`config.mk`:
```
export PLATFORM = sky130hd
export DESIGN_NAME = fdiv_digit_synth
export DESIGN_NICKNAME = d
export VERILOG_FILES = /design/src/rtl/fdiv_digit_synth.sv
export SDC_FILE = /design/constraint.sdc
export NUM_CORES = 1
export LEC_CHECK = 0
export BUFFER_PORTS_ARGS = -buffer_cell sky130_fd_sc_hd__buf_4
export CAP_MARGIN = 30
export CORE_MARGIN = 10
export CORE_UTILIZATION = 63
export CTS_BUF_LIST = sky130_fd_sc_hd__clkbuf_8
export DETAILED_ROUTE_END_ITERATION = 10
export PLACE_DENSITY = 0.83
export SETUP_SLACK_MARGIN = 0.2
export SYNTH_ARGS = -nofsm -noshare
export SYNTH_HDL_FRONTEND = slang
export SYNTH_SLANG_ARGS = --single-unit
export TNS_END_PERCENT = 1
```
`constraint.sdc`:
```
create_clock -name clk_i -period 4.6 [get_ports clk_i]
set_input_delay 0.92 -clock clk_i [delete_from_list [all_inputs] [get_ports clk_i]]
set_output_delay 0.92 -clock clk_i [all_outputs]
set_load 0.02 [all_outputs]
```
`src/rtl/fdiv_digit_synth.sv`:
```
// Digit-programmed clock synthesizer: BCD entry -> f = M*10^E -> half-period CLK_HZ/(2f).
// Build option FDIV_RANGE_CHECK_EN rejects out-of-range settings instead of clamping them.
module fdiv_digit_synth #(
  parameter int unsigned CLK_HZ  = 50_000_000,
  parameter int unsigned NDIG    = 3,
  parameter int unsigned EXP_MAX = 5,
  parameter int unsigned CW      = 32,
  localparam int unsigned PW     = $clog2(NDIG + 1),
  localparam int unsigned DBW    = 4 * (NDIG + 1)
) (
  input  logic           clk_i,
  input  logic           rst_i,
  input  logic           digit_valid_i,
  input  logic [3:0]     digit_i,
  output logic           digit_ready_o,
  input  logic           commit_i,
  output logic           busy_o,
  output logic           err_o,
  output logic           clk_out_o,
  output logic           out_valid_o,
  output logic [CW-1:0]  half_period_o,
  output logic [DBW-1:0] disp_bcd_o,
  output logic [PW-1:0]  disp_ptr_o
);

  localparam int unsigned AW = CW + 4;
  localparam int unsigned SW = $clog2(CW + 16);

  typedef enum logic [2:0] {StIdle, StBcd, StScale, StCheck, StDiv, StPend} state_e;

  state_e          state_q;
  logic [3:0]      e_q [NDIG+1];
  logic [PW-1:0]   ptr_q;
  logic [AW-1:0]   acc_q;
  logic [AW-1:0]   div_q;
  logic [AW-1:0]   rem_q;
  logic [CW-1:0]   quo_q;
  logic [SW-1:0]   step_q;
  logic [CW-1:0]   cnt_q;
  logic            clk_q;
  logic            valid_q;
  logic [CW-1:0]   hp_q;
  logic            err_q;

  logic            digit_take;
  logic            commit_take;
  logic [3:0]      cur_dig;
  logic [3:0]      exp_eff;
  logic [AW-1:0]   acc_x10;
  logic [AW:0]     rem_sh;
  logic            rem_ge;
  logic [AW-1:0]   rem_d;
  logic [CW-1:0]   quo_d;
  logic [CW-1:0]   q_load;
  logic            gen_wrap;
  logic            boundary;
  logic            chk_reject;
  logic            chk_off;

  always_comb begin
    digit_take  = digit_valid_i && (state_q == StIdle) && (digit_i <= 4'd9);
    commit_take = commit_i && (state_q == StIdle);

    cur_dig = '0;
    for (int unsigned i = 0; i < NDIG; i++) begin
      if (step_q == SW'(i)) cur_dig = e_q[i];
    end

    acc_x10 = (acc_q << 3) + (acc_q << 1);

    // Quotient register doubles as the dividend shifter: dividend bits leave at the MSB.
    rem_sh = {rem_q, quo_q[CW-1]};
    rem_ge = rem_sh >= {1'b0, div_q};
    rem_d  = AW'(rem_ge ? (rem_sh - {1'b0, div_q}) : rem_sh);
    quo_d  = {quo_q[CW-2:0], rem_ge};
    q_load = (quo_q == '0) ? CW'(1) : quo_q;

    gen_wrap = valid_q && (cnt_q == hp_q - CW'(1));
    boundary = gen_wrap && !clk_q;

`ifdef FDIV_RANGE_CHECK_EN
    exp_eff    = e_q[NDIG];
    chk_reject = (acc_q == '0) || (32'(e_q[NDIG]) > EXP_MAX) ||
                 ({acc_q, 1'b0} > (AW + 1)'(CLK_HZ));
    chk_off    = 1'b0;
`else
    exp_eff    = (32'(e_q[NDIG]) > EXP_MAX) ? 4'(EXP_MAX) : e_q[NDIG];
    chk_reject = 1'b0;
    chk_off    = (acc_q == '0);
`endif
  end

  always_ff @(posedge clk_i) begin
    if (rst_i) begin
      state_q <= StIdle;
      for (int unsigned i = 0; i <= NDIG; i++) e_q[i] <= '0;
      ptr_q   <= '0;
      acc_q   <= '0;
      div_q   <= '0;
      rem_q   <= '0;
      quo_q   <= '0;
      step_q  <= '0;
      cnt_q   <= '0;
      clk_q   <= 1'b0;
      valid_q <= 1'b0;
      hp_q    <= '0;
      err_q   <= 1'b0;
    end else begin
      if (digit_take) begin
        for (int unsigned i = 0; i <= NDIG; i++) begin
          if (ptr_q == PW'(i)) e_q[i] <= digit_i;
        end
        ptr_q <= (ptr_q == PW'(NDIG)) ? '0 : ptr_q + PW'(1);
      end

      if (valid_q) begin
        if (gen_wrap) begin
          cnt_q <= '0;
          clk_q <= ~clk_q;
        end else begin
          cnt_q <= cnt_q + CW'(1);
        end
      end

      unique case (state_q)
        StIdle: begin
          if (commit_take) begin
            err_q   <= 1'b0;
            acc_q   <= '0;
            step_q  <= SW'(NDIG - 1);
            state_q <= StBcd;
          end
        end
        StBcd: begin
          acc_q <= acc_x10 + AW'(cur_dig);
          if (step_q == '0) begin
            step_q  <= SW'(exp_eff) - SW'(1);
            state_q <= (exp_eff == 4'd0) ? StCheck : StScale;
          end else begin
            step_q <= step_q - SW'(1);
          end
        end
        StScale: begin
          acc_q <= acc_x10;
          if (step_q == '0) state_q <= StCheck;
          else step_q <= step_q - SW'(1);
        end
        StCheck: begin
          if (chk_reject) begin
            err_q   <= 1'b1;
            state_q <= StIdle;
          end else if (chk_off) begin
            valid_q <= 1'b0;
            clk_q   <= 1'b0;
            cnt_q   <= '0;
            state_q <= StIdle;
          end else begin
            rem_q   <= '0;
            quo_q   <= CW'(CLK_HZ);
            div_q   <= {acc_q[AW-2:0], 1'b0};
            step_q  <= SW'(CW - 1);
            state_q <= StDiv;
          end
        end
        StDiv: begin
          rem_q <= rem_d;
          quo_q <= quo_d;
          if (step_q == '0) state_q <= StPend;
          else step_q <= step_q - SW'(1);
        end
        StPend: begin
          if (!valid_q) begin
            hp_q    <= q_load;
            cnt_q   <= '0;
            clk_q   <= 1'b1;
            valid_q <= 1'b1;
            state_q <= StIdle;
          end else if (boundary) begin
            // Generator already restarts cnt and raises clk_out on this cycle.
            hp_q    <= q_load;
            state_q <= StIdle;
          end
        end
        default: state_q <= StIdle;
      endcase
    end
  end

  always_comb begin
    disp_bcd_o = '0;
    for (int unsigned i = 0; i <= NDIG; i++) disp_bcd_o[4*i +: 4] = e_q[i];
  end

  assign busy_o        = (state_q != StIdle);
  assign digit_ready_o = (state_q == StIdle);
  assign err_o         = err_q;
  assign clk_out_o     = clk_q;
  assign out_valid_o   = valid_q;
  assign half_period_o = hp_q;
  assign disp_ptr_o    = ptr_q;

endmodule

```
==> out/metrics.yaml <==
grt:
  grt_pass1_wl_um: 65700
  grt.total_usage: 0.249
  grt_pass1_vias: 13485
  grt.overflow.total: 0
  grt_max_degree: 56
  antenna_found_initial: 0
place:
  io_buffers: 61
  dp_slack_ps: 117
  hpwl_um: 29300
  placed_area_sq_um: 16000
  gp_congestion: 0.940
die:
  die_area_sq_um: 30900
  core_region_area_sq_um: 23700
  die_width_um: 176
  start_util: 0.646
  io_pins: 63
  die_h_um: 176
  placementRows: 56
yosys:
  ys_seq_area_frac: 0.314
  syn_area_sq_um: 15300
  syn_nets: 2078
  synth-async-reset-ratio: 0
  synthCells: 1984
  yosys_warnings: 0
  synth_ff_type: "dfxtp_1"
  ys_types: 87
  ys_seq_elements: 232
  syn_area_per_cell_sq_um: 7.71
  synth_edf_count: 16
detailed_routing:
  antenna_left: 0
  wirelength_um: 41000
  dr.pass1.iters: 9
  drc_errors: 0
  via_per_inst: 6.25
  wl_per_cell_um: 17.3
  vias: 14796
  drt_iter0_markers: 1340
timing:
  final.setup_skew_ps: 24.4
  rsz0062_at_grt: "true"
  finalSetupTns_ps: 0
  post-route-worst-setup-slack_ps: 334
  fin_crit_sh: 0.927
  max_freq_mhz: 234
  report.final.slew_viol_count: 0
  hold_viol: 0
  whs_ps: 457
  worstMarginPinSlew_ps: 807
  setup_viol: 0
  slew-limit-headroom: 0.462
  min_period_ps: 4270
clock_tree:
  clkLatencyLatePin_ps: 560
  h-tree-depth: 2
  root_buffer: "clkbuf_8"
  clk_pin_slew_ps: 60
  cts_buffers: 41
  clock-sinks: 232
  hold_buffers: 0
  clockBufferDepth: 3
  tritoncts: "done"
setup_path:
  r2r_start: "half_period_o[0]"
  cp_data_required_time_ps: 5020
  end_kind: "register"
  critPathKind: "register to register"
  crit_start: "half_period_o[0]"
  path_max_fanout: 33
  critPathLaunchType: "register"
  crit_end: "half_period_o[0]"
  critical_path.max_stage_delay_ps: 560
  critPathSlowestCell: "or4_4"
  cp.arrival_ps: 4680
  crit_chain: "inv_1 > ha_4 > nor4b_4 > buf_4 > nand4_1 > nor2_2 > and3_1 > o311ai_0 > a2111o_1 > or4_4 > inv_1 > ha_1 > nand2b_1 > nand3_1 > buf_4 > nor3_1 > a211oi_1"
  ff2ff_setup_slack_ps: 330
  rr_endpoint: "half_period_o[0]"
  reg2regPathDepth: 17
finish:
  layout.nets: 2111
  diodes: 0
  fin_area_sq_um: 17000
  area_delta_synth_final_pct: 11.1
  drive_gt1_frac: 0.105
run:
  drv_cap: 0
power:
  power.density_nw_per_um2: 333
  ir_drop_v: 0.000431
  leakagePower_nw: 7.00
outcome:
  status: "finished, final reports clean"
hold_path:
  hold_path_class: "register to register"
==> worst max-delay path, delay by kind of cell (launching register included) <==
kind                       cells  cell delay [ps]
DFF                            1              350
buffers and inverters          4              660
AOI/OAI and AO/OA              3              630
adders and majority gates      2              330
and+or+nand+nor                8             2150
==> cells in the final DEF (no fill, tap or decap), drive strengths merged, types with 25 or more instances in the layout <==
cell / instances
a21o: 37
nor3: 67
a21oi: 188
nor2: 182
inv: 87
mux2i: 25
dfxtp: 216
a211oi: 28
and3: 37
ha: 83
nand3: 64
o21ai: 89
nand4: 27
xor2: 65
nand2: 287
clkbuf: 49
buf: 93
nand2b: 27
xnor2: 68
==> report_power, final <==
part,internal [W],switching [W]
clock,0.00114,0.000897
combinational,0.000509,0.000886
sequential,0.00211,0.000118
total,0.00376,0.00190
==> Yosys cell counts, drive strengths merged, types with 8 or more instances <==
master,instances,area (sq um)
xor2,65,569
buf,16,96.3
o21ai,89,457
o31ai,8,60.1
a22oi,23,173
o211ai,20,150
a21o,37,278
or3,13,81.3
nand2,287,1080
edfxtp,16,480
and3,37,231
nor3,67,350
and4,9,78.8
a31oi,14,87.6
xnor2,68,596
o22ai,8,50.1
nand3,64,325
dfxtp,216,4320
a222oi,21,210
and2,18,114
inv,75,282
nand2b,27,176
mux2i,25,250
nor4,22,153
nor2b,22,138
ha,83,1040
nor2,182,683
a211oi,28,225
a21oi,188,941
nand4,27,175
clkbuf,87,330
or4,9,71.3
==> logic make-up (layout without fill, tap and decap cells) <==
| group | count (synthesis) | after routing | share of synthesized area |
|---|---|---|---|
| and+or+nand+nor | 824 | 824 | 0.262 |
| AOI/OAI and AO/OA | 502 | 502 | 0.211 |
| DFF | 232 | 232 | 0.314 |
| buffers and inverters | 178 | 243 | 0.0463 |
| xor gates and xnor gates | 133 | 133 | 0.0762 |
| adders and majority gates | 86 | 86 | 0.0718 |
| muxes | 28 | 28 | 0.0186 |
| other | 1 | 1 | 0.000245 |
==> cell type report <==
class,instances,area (sq um)
Timing Repair Buffer,93,718
Clock buffer,49,674
Fill cell,1887,6680
Sequential cell,232,4800
Clock inverter,26,201
Multi-Input combinational cell,1574,9920
Tap cell,319,399
Inverter,75,282
==> worst min path at each step <==
stage,startpoint,end,depth (start not counted)
after floorplan,div_q[10],div_q[10],2
after global placement,div_q[20],div_q[20],2
after detailed placement,div_q[19],div_q[19],2
after CTS,div_q[10],div_q[10],2
after global routing,div_q[10],div_q[10],2
final,div_q[3],div_q[3],2
==> timing repair <==
| action | CTS | global route |
|---|---|---|
| pin swaps | 0 | 10 |
| gates resized for setup | 2 | 25 |
| cloned | 0 | 0 |
| setup endpoints to repair | 2 | 18 |
| setup buffers | 0 | 8 |
==> metal layers <==
| metal | vias to the layer above | GRT usage | share of wire |
|---|---|---|---|
| li1 | 7178 | - | - |
| met1 | 6973 | 0.324 | 0.44 |
| met3 | 87 | 0.0401 | 0.073 |
| met5 | - | 0 | 0 |
| met4 | 0 | 0.0767 | 0.024 |
| met2 | 558 | 0.412 | 0.47 |
==> metrics by stage <==
step / util / power (W) / instances
4_1_cts: 0.712 / 0.00562 / 2360
2_1_floorplan: - / 0.00322 / 1984
6_report: 0.718 / 0.00566 / 2368
3_3_place_gp: 0.673 / 0.00355 / 2283
3_5_place_dp: 0.674 / 0.00358 / 2285
5_1_grt: 0.718 / 0.00593 / 2368
==> state kept, by name (all words and copies together), names as in the netlist <==
register,flops
acc_q,36
clk_out_o,1
cnt_q,32
disp_ptr_o,2
div_q,35
e_q,16
half_period_o,32
out_valid_o,1
quo_q,32
rem_q,36
state_q,3
step_q,6
Power figures use the tool's default switching activity.
